`config.mk`:
```
export PLATFORM = sky130hd
export DESIGN_NAME = alu_decoder_stage
export DESIGN_NICKNAME = d
export VERILOG_FILES = /design/src/rtl/alu_decoder_stage.sv
export SDC_FILE = /design/constraint.sdc
export NUM_CORES = 1
export LEC_CHECK = 0
export CAP_MARGIN = 15
export CORE_ASPECT_RATIO = 0.9
export CORE_MARGIN = 2
export CORE_UTILIZATION = 45
export CTS_CLUSTER_DIAMETER = 60
export DETAILED_ROUTE_END_ITERATION = 16
export GPL_TIMING_DRIVEN = 0
export PLACE_DENSITY = 0.75
export SLEW_MARGIN = 20
export SYNTH_ARGS = -nofsm -noshare
export SYNTH_HDL_FRONTEND = slang
export SYNTH_SLANG_ARGS = --single-unit
export TNS_END_PERCENT = 1
```
`constraint.sdc`:
```
create_clock -name clk -period 3 [get_ports clk]
set_input_delay 0.6 -clock clk [delete_from_list [all_inputs] [get_ports clk]]
set_output_delay 0.6 -clock clk [all_outputs]
set_load 0.02 [all_outputs]
```
`src/rtl/alu_decoder_stage.sv`:
```
// ============================================================================
// alu_decoder_stage
// ----------------------------------------------------------------------------
// Registered ALU control decoder between the decode and execute stages.
//
// What it does:
//   - Turns the ALU operation class and the instruction fields into an ALU
//     control code.
//   - Decodes RV32M/RV64M multiply and divide operations.
//   - Flags RV64 word (W-variant) operations.
//   - Holds the decoded result in a single valid/ready pipeline register.
//   - Stalls decode for DIV_CYCLES cycles after a divide-class op (DIV, DIVU,
//     REM, REMU) leaves the register. This models an iterative divider that
//     is still busy.
//
// Parameters:
//   XLEN       : 32 or 64. At 64 the stage flags word ops (op_bit3).
//   CTRL_W     : width of alu_ctrl. Must be >= 5.
//   DIV_CYCLES : stall length after a divide-class op. 0 disables the stall.
//
// Ports:
//   clk        : clock, rising edge
//   resetn     : asynchronous reset, active low
//   flush      : synchronous kill of the register contents and of the stall
//   in_valid   : upstream offers a decoded instruction
//   in_ready   : stage accepts this cycle
//   alu_op     : operation class (0 ADD, 1 SUB, 2 AUIPC, 3 LUI, 4 BRANCH,
//                5 ARITH_LOGIC, 6/7 reserved)
//   funct3     : instr[14:12]
//   funct7     : instr[31:25]
//   imm_bit10  : instr[30], selects SRAI over SRLI in the immediate form
//   op_bit5    : instr[5], 1 = register form, 0 = immediate form
//   op_bit3    : instr[3], 1 = OP-32 / OP-IMM-32
//   out_valid  : register holds a valid result
//   out_ready  : execute accepts the result
//   alu_ctrl   : ALU control code, zero-extended to CTRL_W
//   is_muldiv  : result is an M-extension op
//   word_op    : 32-bit W-variant (always 0 when XLEN=32)
//   illegal    : only present when ALU_DECODER_ILLEGAL_CHECK_EN is defined
//
// Optional feature, macro ALU_DECODER_ILLEGAL_CHECK_EN:
//   When defined, the stage adds the registered output 'illegal'. It flags
//   encodings the decoder does not recognise, and forces alu_ctrl to ADD
//   for those encodings.
//   When undefined, the port and all of the checking logic are absent.
// ============================================================================
module alu_decoder_stage #(
    parameter int XLEN       = 32,
    parameter int CTRL_W     = 5,
    parameter int DIV_CYCLES = 32
) (
    input  logic              clk,
    input  logic              resetn,
    input  logic              flush,
    input  logic              in_valid,
    output logic              in_ready,
    input  logic [2:0]        alu_op,
    input  logic [2:0]        funct3,
    input  logic [6:0]        funct7,
    input  logic              imm_bit10,
    input  logic              op_bit5,
    input  logic              op_bit3,
    output logic              out_valid,
    input  logic              out_ready,
    output logic [CTRL_W-1:0] alu_ctrl,
    output logic              is_muldiv,
    output logic              word_op
`ifdef ALU_DECODER_ILLEGAL_CHECK_EN
    ,
    output logic              illegal
`endif
);

    // ------------------------------------------------------------------------
    // ALU control codes. They are kept 5 bits wide and widened to CTRL_W at
    // the register input.
    // ------------------------------------------------------------------------
    localparam logic [4:0] C_ADD    = 5'd0;
    localparam logic [4:0] C_SUB    = 5'd1;
    localparam logic [4:0] C_AUIPC  = 5'd2;
    localparam logic [4:0] C_LUI    = 5'd3;
    localparam logic [4:0] C_BEQ    = 5'd4;
    localparam logic [4:0] C_BNE    = 5'd5;
    localparam logic [4:0] C_BLT    = 5'd6;
    localparam logic [4:0] C_BGE    = 5'd7;
    localparam logic [4:0] C_BLTU   = 5'd8;
    localparam logic [4:0] C_BGEU   = 5'd9;
    localparam logic [4:0] C_XOR    = 5'd10;
    localparam logic [4:0] C_OR     = 5'd11;
    localparam logic [4:0] C_AND    = 5'd12;
    localparam logic [4:0] C_SLT    = 5'd13;
    localparam logic [4:0] C_SLL    = 5'd14;
    localparam logic [4:0] C_SLTU   = 5'd15;
    localparam logic [4:0] C_SRL    = 5'd16;
    localparam logic [4:0] C_SRA    = 5'd17;
    localparam logic [4:0] C_MUL    = 5'd18;
    localparam logic [4:0] C_DIV    = 5'd22;
    localparam logic [4:0] C_REMU   = 5'd25;

    // ------------------------------------------------------------------------
    // Operation classes.
    // ------------------------------------------------------------------------
    localparam logic [2:0] OP_ADD    = 3'd0;
    localparam logic [2:0] OP_SUB    = 3'd1;
    localparam logic [2:0] OP_AUIPC  = 3'd2;
    localparam logic [2:0] OP_LUI    = 3'd3;
    localparam logic [2:0] OP_BRANCH = 3'd4;
    localparam logic [2:0] OP_ARITH  = 3'd5;

    localparam logic [6:0] F7_BASE = 7'b0000000;
    localparam logic [6:0] F7_ALT  = 7'b0100000;
    localparam logic [6:0] F7_MUL  = 7'b0000001;

    localparam logic IS64 = (XLEN == 64);

    // The stall counter is wide enough to hold DIV_CYCLES. It is kept at
    // least one bit wide so the code stays legal when DIV_CYCLES is 0.
    localparam int CNT_W = (DIV_CYCLES > 0) ? $clog2(DIV_CYCLES + 1) : 1;
    localparam logic [CNT_W-1:0] CNT_LOAD = CNT_W'(DIV_CYCLES);

    logic [4:0]       dec_ctrl;
    logic             dec_muldiv;
    logic             dec_word;
    logic [4:0]       dec_ctrl_final;
    logic             load;
    logic             ctrl_is_div;
    logic [CNT_W-1:0] stall_cnt;

`ifdef ALU_DECODER_ILLEGAL_CHECK_EN
    logic             dec_illegal;
`endif

    // ------------------------------------------------------------------------
    // Main decode.
    // The M-extension row is recognised only in register form with
    // funct7 = 0000001. Its eight codes are laid out contiguously, so the
    // code is MUL plus funct3.
    // ------------------------------------------------------------------------
    always_comb begin
        dec_ctrl   = C_ADD;
        dec_muldiv = 1'b0;
        case (alu_op)
            OP_ADD:   dec_ctrl = C_ADD;
            OP_SUB:   dec_ctrl = C_SUB;
            OP_AUIPC: dec_ctrl = C_AUIPC;
            OP_LUI:   dec_ctrl = C_LUI;
            OP_BRANCH: begin
                case (funct3)
                    3'b000:  dec_ctrl = C_BEQ;
                    3'b001:  dec_ctrl = C_BNE;
                    3'b100:  dec_ctrl = C_BLT;
                    3'b101:  dec_ctrl = C_BGE;
                    3'b110:  dec_ctrl = C_BLTU;
                    3'b111:  dec_ctrl = C_BGEU;
                    default: dec_ctrl = C_ADD;
                endcase
            end
            OP_ARITH: begin
                if (op_bit5 && (funct7 == F7_MUL)) begin
                    dec_ctrl   = C_MUL + {2'b00, funct3};
                    dec_muldiv = 1'b1;
                end else begin
                    case (funct3)
                        // In the immediate form, funct7 belongs to the
                        // immediate. So SUB exists only in register form.
                        3'b000: dec_ctrl = (op_bit5 && funct7[5]) ? C_SUB : C_ADD;
                        3'b001: dec_ctrl = C_SLL;
                        3'b010: dec_ctrl = C_SLT;
                        3'b011: dec_ctrl = C_SLTU;
                        3'b100: dec_ctrl = C_XOR;
                        // The register form looks at funct7[5]; the immediate
                        // form looks at instr[30].
                        3'b101: dec_ctrl = ((op_bit5 && !funct7[5]) ||
                                            (!op_bit5 && !imm_bit10)) ? C_SRL : C_SRA;
                        3'b110: dec_ctrl = C_OR;
                        3'b111: dec_ctrl = C_AND;
                        default: dec_ctrl = C_ADD;
                    endcase
                end
            end
            default: dec_ctrl = C_ADD;
        endcase
    end

    // W-variant flag. It is meaningful only on RV64; on RV32 it is always 0.
    always_comb begin
        dec_word = IS64 & op_bit3;
    end

`ifdef ALU_DECODER_ILLEGAL_CHECK_EN
    // ------------------------------------------------------------------------
    // Illegal-encoding detection. A flagged op still reaches execute, but with
    // an ADD control code, so downstream never sees a half-decoded operation.
    // ------------------------------------------------------------------------
    always_comb begin
        dec_illegal = 1'b0;
        case (alu_op)
            OP_BRANCH: dec_illegal = (funct3 == 3'b010) || (funct3 == 3'b011);
            OP_ARITH: begin
                if (op_bit5) begin
                    if ((funct7 != F7_BASE) && (funct7 != F7_ALT) && (funct7 != F7_MUL))
                        dec_illegal = 1'b1;
                    if ((funct7 == F7_ALT) && (funct3 != 3'b000) && (funct3 != 3'b101))
                        dec_illegal = 1'b1;
                end
            end
            OP_ADD, OP_SUB, OP_AUIPC, OP_LUI: dec_illegal = 1'b0;
            default: dec_illegal = 1'b1;
        endcase
        if (!IS64 && op_bit3)
            dec_illegal = 1'b1;
    end

    always_comb begin
        dec_ctrl_final = dec_illegal ? C_ADD : dec_ctrl;
    end
`else
    always_comb begin
        dec_ctrl_final = dec_ctrl;
    end
`endif

    // ------------------------------------------------------------------------
    // Handshake.
    // The register can take a new op in two cases: it is empty, or its
    // current op is leaving this cycle. It never takes one while the divider
    // model is busy or while a flush is in progress.
    // ------------------------------------------------------------------------
    always_comb begin
        in_ready = (!out_valid || out_ready) && (stall_cnt == '0) && !flush;
        load     = in_valid && in_ready;
    end

    // A divide-class op is any code from DIV to REMU.
    always_comb begin
        ctrl_is_div = (alu_ctrl >= CTRL_W'(C_DIV)) && (alu_ctrl <= CTRL_W'(C_REMU));
    end

    // ------------------------------------------------------------------------
    // Control state: valid bit and divider stall counter. Flush wins over any
    // load, drain or counter reload in the same cycle.
    // ------------------------------------------------------------------------
    always_ff @(posedge clk or negedge resetn) begin
        if (!resetn) begin
            out_valid <= 1'b0;
            stall_cnt <= '0;
        end else if (flush) begin
            out_valid <= 1'b0;
            stall_cnt <= '0;
        end else begin
            if (load)
                out_valid <= 1'b1;
            else if (out_ready)
                out_valid <= 1'b0;

            if (out_valid && out_ready && ctrl_is_div)
                stall_cnt <= CNT_LOAD;
            else if (stall_cnt != '0)
                stall_cnt <= stall_cnt - CNT_W'(1);
        end
    end

    // ------------------------------------------------------------------------
    // Data fields. They load only on an accepted op, so they stay stable
    // while execute applies back-pressure.
    // ------------------------------------------------------------------------
    always_ff @(posedge clk or negedge resetn) begin
        if (!resetn) begin
            alu_ctrl  <= '0;
            is_muldiv <= 1'b0;
            word_op   <= 1'b0;
        end else if (load) begin
            alu_ctrl  <= CTRL_W'(dec_ctrl_final);
            is_muldiv <= dec_muldiv;
            word_op   <= dec_word;
        end
    end

`ifdef ALU_DECODER_ILLEGAL_CHECK_EN
    always_ff @(posedge clk or negedge resetn) begin
        if (!resetn)
            illegal <= 1'b0;
        else if (load)
            illegal <= dec_illegal;
    end
`endif

endmodule

```
==> results of run 1 <==
[layout by cell type (no fill, tap or decap), types with 2 or more instances in the layout]
| master | n |
|---|---|
| clkdlybuf4s50_1 | 25 |
| inv_1 | 6 |
| nor3_1 | 7 |
| or3_1 | 3 |
| a21oi_1 | 5 |
| nor2_1 | 8 |
| nand2b_1 | 4 |
| o21ai_0 | 4 |
| and3_1 | 2 |
| buf_4 | 2 |
| clkbuf_4 | 3 |
| clkbuf_1 | 4 |
| a211oi_1 | 4 |
| dfrtp_1 | 13 |
| or4b_1 | 2 |
| nand3b_1 | 4 |
| a41o_1 | 2 |
| nand3_1 | 2 |
| nand2_1 | 5 |
| mux2i_1 | 4 |
| nand4_1 | 2 |
| xnor2_1 | 2 |
| o21ai_1 | 5 |
| nor4_1 | 2 |
| ha_1 | 7 |
[registers in the layout, indices dropped and copies added (netlist names)]
name	count
is_muldiv	1
alu_ctrl	5
out_valid	1
stall_cnt	6
[worst max path at each step]
stage	start	end	depth (start not counted)
after CTS	stall_cnt[0]	in_ready	6
after detailed placement	funct3[2]	alu_ctrl[0]	8
final	funct3[2]	alu_ctrl[0]	8
after global placement	funct3[2]	alu_ctrl[0]	8
after global routing	funct3[2]	alu_ctrl[0]	8
after floorplan	stall_cnt[0]	alu_ctrl[0]	7
[what timing repair did]
item                                    4_1_cts  5_1_grt
endpoints found under the hold margin         0        0
pin swaps                                     1        0
endpoints found under the setup margin        1        1
setup buffers                                 1        0
gates resized for setup                       1        1
[cell families after synthesis]
kind of cell             count (synthesis)  share of synthesized area
adder cells (fa/ha/maj)                  7                     0.0836
buffers and inverters                   11                     0.0502
AND/OR/NAND/NOR                         50                      0.290
flip-flops                              13                      0.311
AO/OA/AOI/OAI                           30                      0.207
XOR/XNOR                                 2                     0.0167
multiplexers                             4                     0.0382
other                                    1                    0.00358
[layout make-up]
| type | instances | share of cell area |
|---|---|---|
| well taps | 27 | 0.0244 |
| repair buffers | 27 | 0.195 |
| multi-input cells | 94 | 0.488 |
| inverters | 6 | 0.0163 |
| clock buffers | 4 | 0.0190 |
| plain buffers | 5 | 0.0217 |
| flip-flops and latches | 13 | 0.235 |
[per-stage QoR]
step | power, mW | instance area, sq um | cells
floorplan | 0.597 | 1050 | 118
global placement | 0.742 | 1340 | 171
detailed placement | 0.753 | 1340 | 171
CTS | 0.896 | 1380 | 176
global route | 0.961 | 1380 | 176
finish | 0.887 | 1380 | 176
[per-layer routing]
metal	global-route usage	vias up
li1	-	509
met1	0.255	470
met2	0.300	43
met3	0.00909	5
met4	0.100	0
met5	0	-
[worst reg2reg max path: cells and delay by family (launching register included)]
| family | cells | cell delay (ns) |
|---|---|---|
| buffers and inverters | 2 | 0.23 |
| and+or+nand+nor | 3 | 1.28 |
| adders and majority gates | 1 | 0.18 |
| DFF | 1 | 0.37 |
| AOI/OAI and AO/OA | 1 | 0.14 |
[power by group]
group          switching (mW)  total [mW]  leakage [nW]  internal [mW]
clock network          0.0562       0.108        0.0150         0.0517
logic                   0.247       0.498         0.402          0.252
registers              0.0507       0.281         0.175          0.230
total                   0.353       0.887         0.592          0.534
==> summary.md, run 1 <==
| Metric | Value |
|---|---|
| Fmax achieved | 387 MHz |
| Routed len/inst | 13.4 um |
| Crit-path cells | clkdlybuf4s50_1, clkbuf_1, inv_1, ha_1, nor3_1, nand2_1, a211oi_1, o221ai_2 |
| Synth Register Bits | 13 |
| Top sig layer | met4 |
| Hold Crit Start | is_muldiv |
| Reg2reg start | stall_cnt[0] |
| Crit end category | flop |
| Yosys cell types | 44 |
| Root Buffer | clkbuf_4 |
| Fillers | approximately 190 |
| DRC | 0 |
| Worst Path Max Fanout | 9 |
| Clk Latency, worst-skew pair | between 0.2 and 0.3 ns |
| Syn_nets | between 100 and 150 |
| Initial Utilization | 0.480 |
| GR Overflow Total | 0 |
| End of the worst register-to-register path | alu_ctrl[0] |
| Hold EP | is_muldiv |
| WL final | roughly 2.4 mm |
| Routability Congestion | ~0.93 |
| Post-CTS Hold Buffers | 0 |
| Fin crit share | 0.861 |
| Layout Nets | 178 |
| Worst path buffer plus inverter count | 3 |
| Post-synth EDFFs | 0 |
| CP arrival | 2.74 ns |
| Met2 wire len | 1.09 mm |
| Layout area overhead | 32.1% |
| Hold Path Class | reg -> reg |
| Antenna diodes | 0 |
| P_leak | 0.592 nW |
| DP HPWL | 1.90 mm |
| R2R depth | 7 |
| First-pass detailed-route iteration total | 4 |
| # H-tree levels | 1 |
| CTS tree | built |
| Gr usage total | 0.190 |
| Clk buf depth | 2 |
| DR vias | 1027 |
| Core Area | around 2200 sq um |
| Mapped Cells | 118 |
| Via/cell ratio | 5.84 |
| Most used flip-flop cell after synthesis | dfrtp_1 |
| Tmin final | about 2.6 ns |
| Reg2Reg Setup Slack | 0.71 ns |
| Kind of critical path | in -> reg |
| Count leader, synth | dfrtp_1 |
| Top cell type's share of synthesized area | 0.311 |
| YS warnings | 0 |
| Antenna viol nets, final | 0 |
| Max-Cap Viols | 0 |
| Hold depth | 2 |
| Routed wl met3 | around 160 um |
| Area of the multi-input gates | 676 sq um |
| Final setup viols | 0 |
| Final Core Density | 0.634 |
| Final worst setup slack | 0.418 ns |
| Clock transition at the registers of the reported paths | 0.07 ns |
| Post-synth ARST share | 1.00 |
| Worst clock skew | 0.00156 ns |
| RSZ-0062 raised after global routing | no |
| Largest delay share family, worst path | buffers and inverters |
| Fin. Hold Viols | 0 |
| Fin. max-slew vios | 0 |
| Crit-path slowest cell | clkdlybuf4s50_1 |
| Routed length on met1 | 1.06 mm |
| DP Worst Slack | 0.119 ns |
| Worst VDD drop | 0.586 mV |
| Vias in the first global route | about 900 |
| Worst-Margin Slew | between 0.5 and 0.6 ns |
| CTS sink cnt | 13 |
| Boundary pin count | 30 |
| Worst path required time | 3.15 ns |
| Reg area | 325 sq um |
| Number of CTS-inserted buffers | 3 |
| Die ar. | 2730 sq um |
| Hold_ws | 0.529 ns |
| Synth area leaders | dfrtp_1 (31%), ha_1 (8.4%), mux2i_1 (3.8%), nor3_1 (3.3%), a211oi_1 (2.9%) |
| Largest net degree at the start of global routing | 14 |
| DRT iter0 DRCs | 43 |
| Chip Width | 54.9 um |
| First-pass GRT wire length | 3.80 mm |
| Port-buffer cells | 26 |
| Max-Slew Margin vs Limit | 0.625 |
| Area leader, netlist | dfrtp_1 |
| Setup tns final | 0 ns |
| Worst path max stage delay | roughly 0.52 ns |
| Rows | 16 |
| Status | complete, no violations |
| Post-synthesis sequential area ratio | 0.311 |
| Syn Std Cell Area | 1050 sq um |
| Synthesized area per cell | between 8 and 9 sq um |
| Initial antenna violation count | 0 |
| Die Span Y | 49.8 um |
| Synth top cells by count | dfrtp_1 (13), nor2_1 (8), ha_1 (7), nor3_1 (7), inv_1 (6) |
| Total power divided by cell area | 641 nW/um^2 |
| Layout cells sized above 1 | 0.0671 |
| CP Launch Type | input pin |
(Power assumes the default switching activity.)
==> run 2: changes to the inputs <==
CORE_UTILIZATION = 32   (was 45)
PLACE_DENSITY = 0.59   (was 0.75)
SETUP_SLACK_MARGIN = 0.15   (was not set)
clock period = 2.1 ns   (was 3 ns; I/O delays follow)
==> run 2 against run 1 <==
Against the previous run:
- the flow now finishes with violations (negative setup slack)
- register-to-register slack worse by 0.71 ns
- clock skew rose by 0.0063 ns
- sequential cell count unchanged
- sequential share of layout area decreased by 1.9 points
- critical path depth down 2
- hold slack worse by 0.024 ns
- first-iteration DRC count grew 7.0%
- via count rose by 1.9%
- final area up 8.6%
- clock power is 48% higher
==> summary.md, run 2 (synthesis results as in run 1) <==
| Metric | Value |
|---|---|
| DRT iter0 DRCs | 46 (was 43) |
| Largest register by flop count | stall_cnt (unchanged) |
| Chip Width | 64.3 um (was 54.9 um) |
| CP Launch Type | flop (was input pin) |
| Failing checks | negative setup slack |
| P_sw | 0.558 mW (was 0.353 mW) |
| Clk buf depth | 2 (unchanged) |
| Reg2reg start | stall_cnt[1] (was stall_cnt[0]) |
| CTS sink cnt | 13 (unchanged) |
| Status | finished with violations (was complete, no violations) |
| Antenna diodes | 0 (unchanged) |
| Rows | 19 (was 16) |
| Hold Path Class | in -> async (was reg -> reg) |
| Switch share | 0.403 (was 0.398) |
| Initial Utilization | 0.339 (was 0.480) |
| Crit-path slowest cell | dfrtp_1 (was clkdlybuf4s50_1) |
| Worst path required time | 1.68 ns (was 3.15 ns) |
| Kind of critical path | reg -> out (was in -> reg) |
| Core Area | 3090 sq um (was 2180 sq um) |
| P_leak | 0.629 nW (was 0.592 nW) |
| DP HPWL | 1.97 mm (was 1.90 mm) |
| DRC | 0 (unchanged) |
| Largest net degree at the start of global routing | 14 (unchanged) |
| Total power divided by cell area | 921 nW/um^2 (was 641 nW/um^2) |
| Logic pwr share | 0.592 (was 0.562) |
| Number of CTS-inserted buffers | 3 (unchanged) |
| WL final | 2.65 mm (was 2.37 mm) |
| Fmax achieved | ~460 MHz |
| Layout cells sized above 1 | 0.196 (was 0.0671) |
| Final setup viols | 2 (was 0) |
| Most common cell after layout, fill and taps aside | clkdlybuf4s50_1 (unchanged) |
| Die ar. | 3750 sq um (was 2730 sq um) |
| Boundary pin count | 30 (unchanged) |
| CTS tree | built (unchanged) |
| Worst setup path startpoint | stall_cnt[1] (was funct3[2]) |
| Crit end category | output port (was flop) |
| Max-Cap Viols | 0 (unchanged) |
| Reg area | 325 sq um (unchanged) |
| First-pass detailed-route iteration total | 4 (unchanged) |
| Fin. max-slew vios | 0 (unchanged) |
| Worst-Margin Slew | 0.597 ns (was 0.561 ns) |
| Routability Congestion | 0.950 (was 0.933) |
| Final Core Density | 0.486 (was 0.634) |
| Clock power frac | 0.116 (was 0.122) |
| Vias in the first global route | 997 (was 895) |
| Worst Path Max Fanout | 3 (was 9) |
| Area of the multi-input gates | 727 sq um (was 676 sq um) |
| Worst VDD drop | 0.361 mV (was 0.586 mV) |
| Fillers | 314 (was 185) |
| Fin area | 1500 sq um (was 1380 sq um) |
| Layout area overhead | 43.5% (was 32.1%) |
| Most frequent cells in the layout | clkdlybuf4s50_1 (22), dfrtp_1 (13), nor2_1 (8) (was clkdlybuf4s50_1 (25), dfrtp_1 (13), nor2_1 (8)) |
| Worst clock skew | 0.00788 ns (was 0.00156 ns) |
| Max reg flops | 6 (unchanged) |
| CP arrival | 1.73 ns (was 2.74 ns) |
| Final worst setup slack | -0.0528 ns (was 0.418 ns) |
| Seq pwr share | 0.293 (was 0.316) |
| DP Worst Slack | -0.624 ns (was 0.119 ns) |
| Clock transition at the registers of the reported paths | 0.09 ns (was 0.07 ns) |
| Crit-path cells | inv_2, ha_4, or3b_4, nor3_4, and3_1, buf_6 (was clkdlybuf4s50_1, clkbuf_1, inv_1, ha_1, nor3_1, nand2_1, a211oi_1, o221ai_2) |
| Initial antenna violation count | 0 (unchanged) |
| Root Buffer | clkbuf_4 (unchanged) |
| Layout Nets | 182 (was 178) |
| Port-buffer cells | 26 (unchanged) |
| Tmin final | around 2.2 ns |
| Antenna viol nets, final | 0 (unchanged) |
| Fin crit share | 1.03 |
| Clk Latency, worst-skew pair | 0.28 ns (about the same) |
| # H-tree levels | 1 (unchanged) |
| Routed len/inst | 13.6 um (was 13.4 um) |
| Gr usage total | 0.156 (was 0.190) |
| Die Span Y | 58.3 um (was 49.8 um) |
| RSZ-0062 raised after global routing | yes (was no) |
| Regs by FF count | stall_cnt x6, alu_ctrl x5 (unchanged) |
| First-pass GRT wire length | 4.59 mm (was 3.80 mm) |
| Placed Area | 1370 sq um (was 1340 sq um) |
| Worst path max stage delay | 0.40 ns (was 0.52 ns) |
| Fin. Hold Viols | 0 (unchanged) |
| Via/cell ratio | 5.37 (was 5.84) |
| Power Internal | 0.826 mW (was 0.534 mW) |
| Max-Slew Margin vs Limit | 0.601 (was 0.625) |
| DR vias | 1047 (was 1027) |
| GR Overflow Total | 0 (unchanged) |
==> run 2: layout make-up <==
cell class | instances | area share
multi-input combinational | 94 | 0.484
inverter | 6 | 0.0150
timing repair buffer | 31 | 0.198
buffer | 5 | 0.0341
sequential | 13 | 0.216
tap | 42 | 0.0350
clock buffer | 4 | 0.0175
==> run 2: path summary, 6_finish.rpt <==
check                                    end  cells after the start  slack, ns
worst max-delay path                in_ready                      6      -0.05
worst min-delay path            stall_cnt[5]                      1       0.51
worst max register to register   alu_ctrl[0]                      7          0
worst min register to register     is_muldiv                      2       0.52
max in group asynchronous       stall_cnt[4]                      1       1.20
min in group clk                   is_muldiv                      2       0.52
==> run 2: critical path: cells and delay by family (launching register included) <==
kind	cells	cell delay, ns
adders and majority gates	1	0.13
buffers and inverters	2	0.19
DFF	1	0.40
and+or+nand+nor	3	0.74
==> run 2: layer usage <==
layer  GRT usage  share of wire  up-vias
met5           0              0        -
met4      0.0456          0.012        0
met3      0.0214          0.048        6
met2       0.263           0.48       34
met1       0.209           0.46      491
li1            -              -      516
==> run 2: metrics by stage <==
stage | power (mW) | std cells | TNS (ns) | hold slack (ns)
2_1_floorplan | 0.874 | 118 | 0 | 0.124
3_3_place_gp | 1.09 | 186 | -3.01 | 0.505
3_5_place_dp | 1.10 | 186 | -2.96 | 0.505
4_1_cts | 1.36 | 194 | -0.0835 | 0.526
5_1_grt | 1.50 | 195 | -0.224 | 0.565
6_report | 1.38 | 195 | -0.0573 | 0.506
==> run 2: timing repair <==
item                                    4_1_cts  5_1_grt
endpoints found under the setup margin        6        7
resized for setup                            23        4
hold buffers                                  0        0
pin swaps                                     8        6
setup buffers                                 4        1
==> run 2: power by group through the flow <==
stage          clock (mW)  combinational [mW]  sequential, mW
4_1_cts             0.161               0.796           0.403
3_3_place_gp            0               0.692           0.401
2_1_floorplan           0               0.443           0.431
5_1_grt             0.170               0.912           0.418
3_5_place_dp            0               0.701           0.404
6_report            0.160               0.819           0.405
==> run 3: changes to the inputs <==
ABC_AREA = 1   (was not set)
PLACE_DENSITY = 0.58   (was 0.59)
==> run 3 against run 2 <==
Against the previous run:
- total power decreased by 1.3%
- highest routed layer unchanged
- critical path type unchanged
- synthesized cell count increased by 32%
- combinational power decreased by 9.8%
- critical path depth increased by 1
- the run now ends clean
- area after synthesis increased by 2.3%
- sequential power about the same
- first-iteration DRC count decreased by 2.2%
- sequential share of layout area increased by 0.73 points
- die area increased by 2.1%
==> summary.md, run 3 <==
| Metric | Value |
|---|---|
| Core Area | 3110 sq um (was 3090 sq um) |
| Worst VDD drop | 0.361 mV (about the same) |
| Most frequent cells in the layout | nand2_1 (46), inv_1 (25), clkdlybuf4s50_1 (24) (was clkdlybuf4s50_1 (22), dfrtp_1 (13), nor2_1 (8)) |
| Syn Std Cell Area | 1070 sq um (was 1050 sq um) |
| DRT iter0 DRCs | 45 (was 46) |
| CP Launch Type | flop (unchanged) |
| Vias in the first global route | 970 (was 997) |
| Hold Path Class | reg -> reg (was in -> async) |
| Synth area leaders | dfrtp_1 (30%), nand2_1 (16%), inv_1 (8.8%), ha_1 (8.2%), nand3_1 (6.1%) (was dfrtp_1 (31%), ha_1 (8.4%), mux2i_1 (3.8%), nor3_1 (3.3%), a211oi_1 (2.9%)) |
| DP Worst Slack | -0.225 ns (was -0.624 ns) |
| Kind of critical path | reg -> out (unchanged) |
| Gr usage total | 0.133 (was 0.156) |
| Post-synth ARST share | 1.00 (unchanged) |
| Synth Register Bits | 13 (unchanged) |
| Synthesized area per cell | 6.87 sq um (was 8.88 sq um) |
| Max-Cap Viols | 0 (unchanged) |
| Post-synthesis sequential area ratio | 0.304 (was 0.311) |
| Layout cells sized above 1 | 0.0963 (was 0.196) |
| YS warnings | 0 (unchanged) |
| Final Core Density | 0.467 (was 0.486) |
| DR vias | 1047 (unchanged) |
| Area leader, netlist | dfrtp_1 (unchanged) |
| Setup tns final | 0 ns (was -0.0573 ns) |
| Worst clock skew | 0.000491 ns (was 0.00788 ns) |
| DP HPWL | 1.92 mm (was 1.97 mm) |
| Final setup viols | 0 (was 2) |
| Regs by FF count | stall_cnt x6, alu_ctrl x5 (unchanged) |
| Clk buf depth | 2 (unchanged) |
| Status | complete, no violations (was finished with violations) |
| Max-Slew Margin vs Limit | 0.606 (was 0.601) |
| Worst Path Max Fanout | 6 (was 3) |
| Die ar. | 3830 sq um (was 3750 sq um) |
| Yosys cell types | 29 (was 44) |
| First-pass detailed-route iteration total | 4 (unchanged) |
| Routed len/inst | 10.2 um (was 13.6 um) |
| Layout area overhead | 35.7% (was 43.5%) |
| Syn_nets | 184 (was 146) |
| CTS tree | built (unchanged) |
| Post-synth EDFFs | 0 (unchanged) |
| Final worst setup slack | 0.188 ns (was -0.0528 ns) |
| Initial Utilization | 0.344 (was 0.339) |
| Rows | 19 (unchanged) |
| Largest register by flop count | stall_cnt (unchanged) |
| RSZ-0062 raised after global routing | yes (unchanged) |
| CP arrival | 1.49 ns (was 1.73 ns) |
| Hold_ws | 0.491 ns (was 0.506 ns) |
| Die Span Y | 58.9 um (was 58.3 um) |
| Mapped Cells | 156 (was 118) |
| P_leak | 0.742 nW (was 0.629 nW) |
| Routability Congestion | 0.872 (was 0.950) |
| Fin crit share | 0.910 (was 1.03) |
| Boundary pin count | 30 (unchanged) |
| Fin. Hold Viols | 0 (unchanged) |
| # H-tree levels | 1 (unchanged) |
| Via/cell ratio | 4.57 (was 5.37) |
| Clock transition at the registers of the reported paths | 0.05 ns (was 0.09 ns) |
| Chip Width | 65.0 um (was 64.3 um) |
| Most used flip-flop cell after synthesis | dfrtp_1 (unchanged) |
| Layout Nets | 216 (was 182) |
| Fin. max-slew vios | 0 (unchanged) |
| WL final | 2.33 mm (was 2.65 mm) |
| Synth top cells by count | nand2_1 (47), inv_1 (25), dfrtp_1 (13), nand3_1 (13), nor2_1 (13) (was dfrtp_1 (13), nor2_1 (8), ha_1 (7), nor3_1 (7), inv_1 (6)) |
| Crit end category | output port (unchanged) |
| Antenna diodes | 0 (unchanged) |
| Largest net degree at the start of global routing | 14 (unchanged) |
| Fmax achieved | 523 MHz (was 465 MHz) |
| Max reg flops | 6 (unchanged) |
| Total power divided by cell area | 940 nW/um^2 (was 921 nW/um^2) |
| Count leader, synth | nand2_1 (was dfrtp_1) |
| Most common cell after layout, fill and taps aside | nand2_1 (was clkdlybuf4s50_1) |
| Number of CTS-inserted buffers | 3 (unchanged) |
| Clk Latency, worst-skew pair | 0.24 ns (was 0.28 ns) |
| DRC | 0 (unchanged) |
| Tmin final | 1.91 ns (was 2.15 ns) |
| GR Overflow Total | 0 (unchanged) |
| CTS sink cnt | 13 (unchanged) |
| Port-buffer cells | 27 (was 26) |
| Antenna viol nets, final | 0 (unchanged) |
| Initial antenna violation count | 0 (unchanged) |
| Worst-Margin Slew | 0.590 ns (was 0.597 ns) |
| Top cell type's share of synthesized area | 0.304 (was 0.311) |
| First-pass GRT wire length | 3.96 mm (was 4.59 mm) |
| Root Buffer | clkbuf_8 (was clkbuf_4) |
| Worst path required time | 1.68 ns (about the same) |
==> run 3: cell count changes after synthesis, sizes merged, moves of 4 or more <==
cell,before,now
inv,6,25
mux2i,4,0
nand2,5,50
nand2b,4,0
nand3,2,13
nor2,8,15
nor3,8,2
==> run 3: area by class of cell <==
cell class / count / area, sq um
clock buffer: 4 / 45.0
tap: 42 / 52.6
buffer: 1 / 7.51
timing repair buffer: 27 / 265
inverter: 26 / 103
multi-input combinational: 116 / 656
sequential: 13 / 325
fill: 319 / 1660
==> run 3: per-stage QoR <==
step,total power [mW],instance area (sq um),instances
floorplan,0.878,1070,156
detailed placement,1.11,1390,225
finish,1.37,1450,229
global route,1.48,1450,229
global placement,1.08,1390,225
CTS,1.34,1440,229
==> run 3: final timing paths <==
check	from	end	slack, ns	cells after the start
worst max register to register	stall_cnt[1]	alu_ctrl[4]	0.62	10
min in group asynchronous	resetn	alu_ctrl[1]	0.55	1
worst min register to register	is_muldiv	is_muldiv	0.49	2
max in group asynchronous	resetn	stall_cnt[4]	1.16	1
worst min-delay path	is_muldiv	is_muldiv	0.49	2
worst max-delay path	stall_cnt[1]	in_ready	0.19	7
==> run 3: timing repair <==
action / 4_1_cts / 5_1_grt
buffers inserted: 0 / 0
hold endpoints to repair: 0 / 0
resized for setup: 6 / 7
hold buffers: 0 / 0
setup endpoints to repair: 4 / 4
pin swaps: 0 / 2
==> run 3: per-layer routing <==
metal | GRT usage | wire length (um) | vias to the layer above
li1 | - | - | 551
met1 | 0.167 | 1100 | 459
met2 | 0.225 | 1060 | 34
met3 | 0.0191 | 136 | 3
met4 | 0.0638 | 32 | 0
met5 | 0 | 0 | -
==> run 3: logic make-up (layout without fill, tap and decap cells) <==
family          count (synthesis)  in the layout  synth area share
simple gates                   87             87             0.387
buf+inv                        27             58             0.103
compound gates                 18             18            0.0970
flops                          13             13             0.304
fa+ha+maj                       7              7            0.0818
xor+xnor                        3              3            0.0245
other cells                     1              1           0.00350
==> run 3: worst max-delay path, stage by stage, from the launching register on <==
cell	delay [ns]
dfrtp_1	0.40
inv_1	0.11
ha_4	0.15
nand2_2	0.07
nor2_4	0.14
nand2_4	0.10
nor2_8	0.12
buf_4	0.15
==> run 3: power breakdown <==
| group | total, mW | internal (mW) | switching (mW) | leakage (nW) |
|---|---|---|---|---|
| combinational | 0.739 | 0.316 | 0.422 | 0.545 |
| clock | 0.223 | 0.134 | 0.0890 | 0.0228 |
| sequential | 0.405 | 0.337 | 0.0678 | 0.174 |
| total | 1.37 | 0.787 | 0.579 | 0.742 |
